File: config.mk
export PLATFORM = sky130hd
export DESIGN_NAME = cm163_count_reg_flat
export DESIGN_NICKNAME = d
export VERILOG_FILES = /design/src/rtl/cm163_if.sv /design/src/rtl/cm163_count_reg.sv /design/src/flat_wrapper.sv
export SDC_FILE = /design/constraint.sdc
export NUM_CORES = 1
export LEC_CHECK = 0
export BUFFER_PORTS_ARGS = -buffer_cell sky130_fd_sc_hd__buf_2
export CORE_AREA = 2 2 39 41
export DETAILED_ROUTE_END_ITERATION = 12
export DIE_AREA = 0 0 41 43
export HOLD_SLACK_MARGIN = 0.05
export PLACE_DENSITY = 0.41
export SLEW_MARGIN = 20
export SYNTH_ARGS = -nofsm -noshare
export SYNTH_HDL_FRONTEND = slang
export SYNTH_SLANG_ARGS = --single-unit
export TNS_END_PERCENT = 1
File: constraint.sdc
create_clock -name clk -period 3 [get_ports clk]
set_clock_uncertainty 0.1 [all_clocks]
set_input_delay 0.3 -clock clk [delete_from_list [all_inputs] [get_ports clk]]
set_output_delay 0.3 -clock clk [all_outputs]
set_load 0.005 [all_outputs]
File: src/rtl/cm163_if.sv
// cm163_if: control, data and status bundle of one CM163 counter slice
// master drives clr_n/load_n/enp/ent/d and observes q/rco/wrap; slave is the counter
interface cm163_if #(parameter int WIDTH = 4);
  logic clr_n, load_n, enp, ent, rco, wrap;
  logic [WIDTH-1:0] d, q;
  modport master(output clr_n, load_n, enp, ent, d, input q, rco, wrap);
  modport slave(input clr_n, load_n, enp, ent, d, output q, rco, wrap);
endinterface

File: src/rtl/cm163_count_reg.sv
// cm163_count_reg: 74163-style cascadable synchronous counter with registered wrap pulse
// ports: clk, rst (sync, active-high), bus (cm163_if.slave: clr_n, load_n, enp, ent, d -> q, rco, wrap)
// CM163_RCO_REG_EN: register the terminal-count compare so rco is ent gated by a flop
module cm163_count_reg #(
  parameter int WIDTH = 4,
  parameter logic [WIDTH-1:0] RST_VAL = '0
) (
  input logic clk,
  input logic rst,
  cm163_if.slave bus
);
  localparam logic [WIDTH-1:0] MAX = '1;
  logic [WIDTH-1:0] q, q_next;
  logic wrap, wrap_next, cnt;
  assign cnt = bus.enp & bus.ent;
  always_comb begin
    q_next = !bus.clr_n ? '0 : !bus.load_n ? bus.d : cnt ? q + WIDTH'(1) : q;
    wrap_next = bus.clr_n & bus.load_n & cnt & (q == MAX);
  end
  always_ff @(posedge clk) begin
    if (rst) begin
      q <= RST_VAL;
      wrap <= 1'b0;
    end else begin
      q <= q_next;
      wrap <= wrap_next;
    end
  end
`ifdef CM163_RCO_REG_EN
  // tc_q tracks (q == MAX) one flop early so the compare is off the rco path
  logic tc_q;
  always_ff @(posedge clk) tc_q <= rst ? (RST_VAL == MAX) : (q_next == MAX);
  assign bus.rco = bus.ent & tc_q;
`else
  assign bus.rco = bus.ent & (q == MAX);
`endif
  assign bus.q = q;
  assign bus.wrap = wrap;
endmodule

File: src/flat_wrapper.sv
// flat-port wrapper written by rule: the top's interface ports become plain ports
module cm163_count_reg_flat 
#(
  parameter int WIDTH = 4,
  parameter logic [WIDTH-1:0] RST_VAL = '0
)
  (clk, rst, bus_clr_n, bus_load_n, bus_enp, bus_ent, bus_d, bus_q, bus_rco, bus_wrap);
  cm163_if #(.WIDTH(WIDTH)) bus_i ();
  input logic clk;
  input logic rst;
  input wire logic [$bits(bus_i.clr_n)-1:0] bus_clr_n;
  input wire logic [$bits(bus_i.load_n)-1:0] bus_load_n;
  input wire logic [$bits(bus_i.enp)-1:0] bus_enp;
  input wire logic [$bits(bus_i.ent)-1:0] bus_ent;
  input wire logic [$bits(bus_i.d)-1:0] bus_d;
  output wire logic [$bits(bus_i.q)-1:0] bus_q;
  output wire logic [$bits(bus_i.rco)-1:0] bus_rco;
  output wire logic [$bits(bus_i.wrap)-1:0] bus_wrap;
  assign bus_i.clr_n = bus_clr_n;
  assign bus_i.load_n = bus_load_n;
  assign bus_i.enp = bus_enp;
  assign bus_i.ent = bus_ent;
  assign bus_i.d = bus_d;
  assign bus_q = bus_i.q;
  assign bus_rco = bus_i.rco;
  assign bus_wrap = bus_i.wrap;
  cm163_count_reg #(.WIDTH(WIDTH), .RST_VAL(RST_VAL)) u_core (.clk(clk), .rst(rst), .bus(bus_i));
endmodule
==> flow_metrics.env <==
export IMPL_antenna_left=0
export IMPL_grt_pass1_vias=240
export IMPL_grtUsageMet2=0.1031
export IMPL_cp_num_buf_inv=1
export IMPL_seq_area_sq_um=100.1
export IMPL_finalCritPeriodShare=0.5012
export IMPL_p_leak_nw=0.1710
export IMPL_layout_drive_gt1_share=0.3878
export IMPL_yosys_area_share_xor_xnor=0.07000
export IMPL_hold_slack_ps=222.8
export IMPL_finalSetupViolCount=0
export IMPL_clock_latency_ps=240
export IMPL_cap_violations=0
export IMPL_path_cells="ha_1 -> nand3_1 -> nor2_1 -> buf_2"
export IMPL_powerDensity_mw_per_mm2=464.6
export IMPL_fp_dieW_microns=41
export IMPL_power_frac_comb=0.117
export IMPL_synthCells=31
export IMPL_synth_seq_cells=5
export IMPL_p_int_mw=0.1293
export IMPL_grtUsageMet1=0.1090
export IMPL_finalHoldViolations=0
export IMPL_num_vias=277
export IMPL_drtIter0Drc=8
export IMPL_dieHeight_microns=43
export IMPL_synthDistinctLibCells=18
export IMPL_ctsRootBufferMaster="clkbuf_4"
export IMPL_synth_top_area_share=0.4000
export IMPL_worstMarginPinSlew_ps=189.2
export IMPL_num_io_pins=16
export IMPL_pwr_share_clk=0.463
export IMPL_h_tree_depth=1
export IMPL_rsz0062_at_grt="false"
export IMPL_drt_drc_violations_left=0
export IMPL_grt_use_total=0.08826
export IMPL_synthSimpleGateAreaFrac=0.2800
export IMPL_drtPass1Iterations=2
export IMPL_avgSynthCellArea_sq_um=8.072
export IMPL_swShare=0.2433
export IMPL_grt_ovfl_total=0
export IMPL_start_util=0.1808
export IMPL_grt_busiest_layer="met1"
export IMPL_die_area_sq_mm=0.001763
export IMPL_drt_wl_total_microns=606
export IMPL_ir_drop_v=0.00008989
export IMPL_p_seq_frac=0.420
export IMPL_final_common_cell="buf_2"
export IMPL_wl_per_cell_microns=9.323
export IMPL_stdcell_count=65
export IMPL_path_delay_family="flip-flops"
export IMPL_slowest_delay_ps=380
export IMPL_r2r_end="u_core.bus.q[3]"
export IMPL_grt_max_degree=10
export IMPL_core_area_sq_mm=0.001384
export IMPL_max_freq_mhz=665.1
export IMPL_cp_arrival_ps=1100
export IMPL_yosysWarnings=0
export IMPL_cts_tree="done"
export IMPL_area_growth_syn_to_layout_pct=47.00
export IMPL_worstSetupPathDepth=4
export IMPL_ctsResizeCount=0
export IMPL_mostFrequentLayoutCells="15 x buf_2, 5 x nand3_1, 5 x dfxtp_1"
export IMPL_cp_start_kind="flip-flop"
export IMPL_worstRegToRegCells=3
export IMPL_slowest_stage="dfxtp_1"
export IMPL_cts_buffer_depth=2
export IMPL_clock_sinks=5
export IMPL_numCtsBuffers=3
export IMPL_clk_pin_slew_ps=40
export IMPL_multi_input_area_sq_um=142.6
export IMPL_status="completed"
export IMPL_ctsHoldBuffers=0
export IMPL_post_cts_buffers=0
export IMPL_seq_area_frac_synth=0.4000
export IMPL_hp_class="input pin to flip-flop"
export IMPL_p_switching_mw=0.04157
export IMPL_cp_max_fo=4
export IMPL_antenna_found_initial=0
export IMPL_finalCriticalPeriod_ps=1504
export IMPL_final_setup_tns_ps=0
export IMPL_synthAdderAreaFrac=0.05000
export IMPL_fin_nets=61
export IMPL_synth_compound_area_frac=0.1700
export IMPL_synthMuxAreaShare=0
export IMPL_slew_limit_headroom=0.8730
export IMPL_worstSetupPathType="flip-flop to primary output"
export IMPL_nFillCells=165
export IMPL_r2r_start="u_core.bus.q[2]"
export IMPL_regToRegSetupSlack_ps=1890
export IMPL_grt_pass1_wl_microns=952
export IMPL_antenna_cells=0
export IMPL_gr_usage_met3=0.03141
export IMPL_route_detailed_vias_per_inst=4.262
export IMPL_synth_top_cell_by_area="dfxtp_1"
export IMPL_port_buffers=15
export IMPL_min_path_cells=3
export IMPL_synth_area_sq_um=250.2
export IMPL_hp_start="bus_d[1]"
export IMPL_rows=14
export IMPL_synth_top_family_by_area="simple AND/OR/NAND/NOR gates"
export IMPL_gp_congestion=0.6769
export IMPL_crit_required_ps=2600
export IMPL_placed_cells=61
export IMPL_endpoint_kind="primary output"
export IMPL_netlist_top_cells_area="dfxtp_1 40%, nand3_1 10%, xor2_1 7.0%, o21ai_0 6.0%, ha_1 5.0%"
export IMPL_syn_nets=42
export IMPL_min_to="u_core.bus.q[1]"
export IMPL_drv_slew=0
worst reg2reg max path, stage by stage, from the launching register on:
cell and delay (ps):
dfxtp_1 380, nand3_1 100, or3_1 310, a31oi_1 150
final cells by class:
type,instances,share of cell area
multi-input combinational,24,0.3878
sequential,5,0.2721
timing repair buffer,15,0.2041
clock buffer,4,0.07143
tap,16,0.05442
inverter,1,0.01020
worst max-delay path by stage:
stage / from / to / slack (ps)
detailed placement: u_core.bus.q[0] / bus_rco / 1750
floorplan: u_core.bus.q[0] / bus_rco / 1850
CTS: u_core.bus.q[0] / bus_rco / 1480
finish: u_core.bus.q[0] / bus_rco / 1500
global route: u_core.bus.q[0] / bus_rco / 1390
global placement: u_core.bus.q[0] / bus_rco / 1740
power groups by stage:
stage / sequential, mW / combinational (mW) / clock [mW]
global route: 0.0721 / 0.0229 / 0.0882
floorplan: 0.0728 / 0.00886 / 0
global placement: 0.0731 / 0.0205 / 0
finish: 0.0718 / 0.0199 / 0.0792
CTS: 0.0718 / 0.0203 / 0.0829
detailed placement: 0.0730 / 0.0201 / 0
kinds of logic (layout without fill, tap and decap cells):
kind of cell,after synthesis,after routing
flops,5,5
simple gates,14,14
buf+inv,2,20
fa+ha+maj,1,1
compound gates,7,7
xor+xnor,2,2
state kept, by name (all words and copies together) (netlist names):
register,cells
u_core.bus.wrap,1
u_core.bus.q,4
stage by stage:
stage / utilization / power (mW) / setup slack (ps) / cell area (sq um)
floorplan: - / 0.08170 / 1850 / 250.2
global placement: 0.2468 / 0.09362 / 1740 / 341.6
detailed placement: 0.2468 / 0.09311 / 1745 / 341.6
CTS: 0.2658 / 0.1750 / 1480 / 367.9
global route: 0.2658 / 0.1833 / 1387 / 367.9
finish: 0.2658 / 0.1709 / 1496 / 367.9
routing by layer:
metal,wire [microns],vias up
li1,-,146
met1,295,116
met2,242,13
met3,52,2
met4,15,0
met5,0,-
synthesized netlist by cell type:
| cell | count |
|---|---|
| dfxtp_1 | 5 |
| nand3_1 | 5 |
| nor2_1 | 3 |
| o21ai_0 | 3 |
| xor2_1 | 2 |
| a211oi_1 | 1 |
| a21oi_1 | 1 |
| a311oi_1 | 1 |
| a31oi_1 | 1 |
| clkbuf_1 | 1 |
| ha_1 | 1 |
| inv_1 | 1 |
| nand2_1 | 1 |
| nand2_2 | 1 |
| nand2b_1 | 1 |
| nor2b_1 | 1 |
| nor3_1 | 1 |
| or3_1 | 1 |
(Power assumes the default switching activity.)
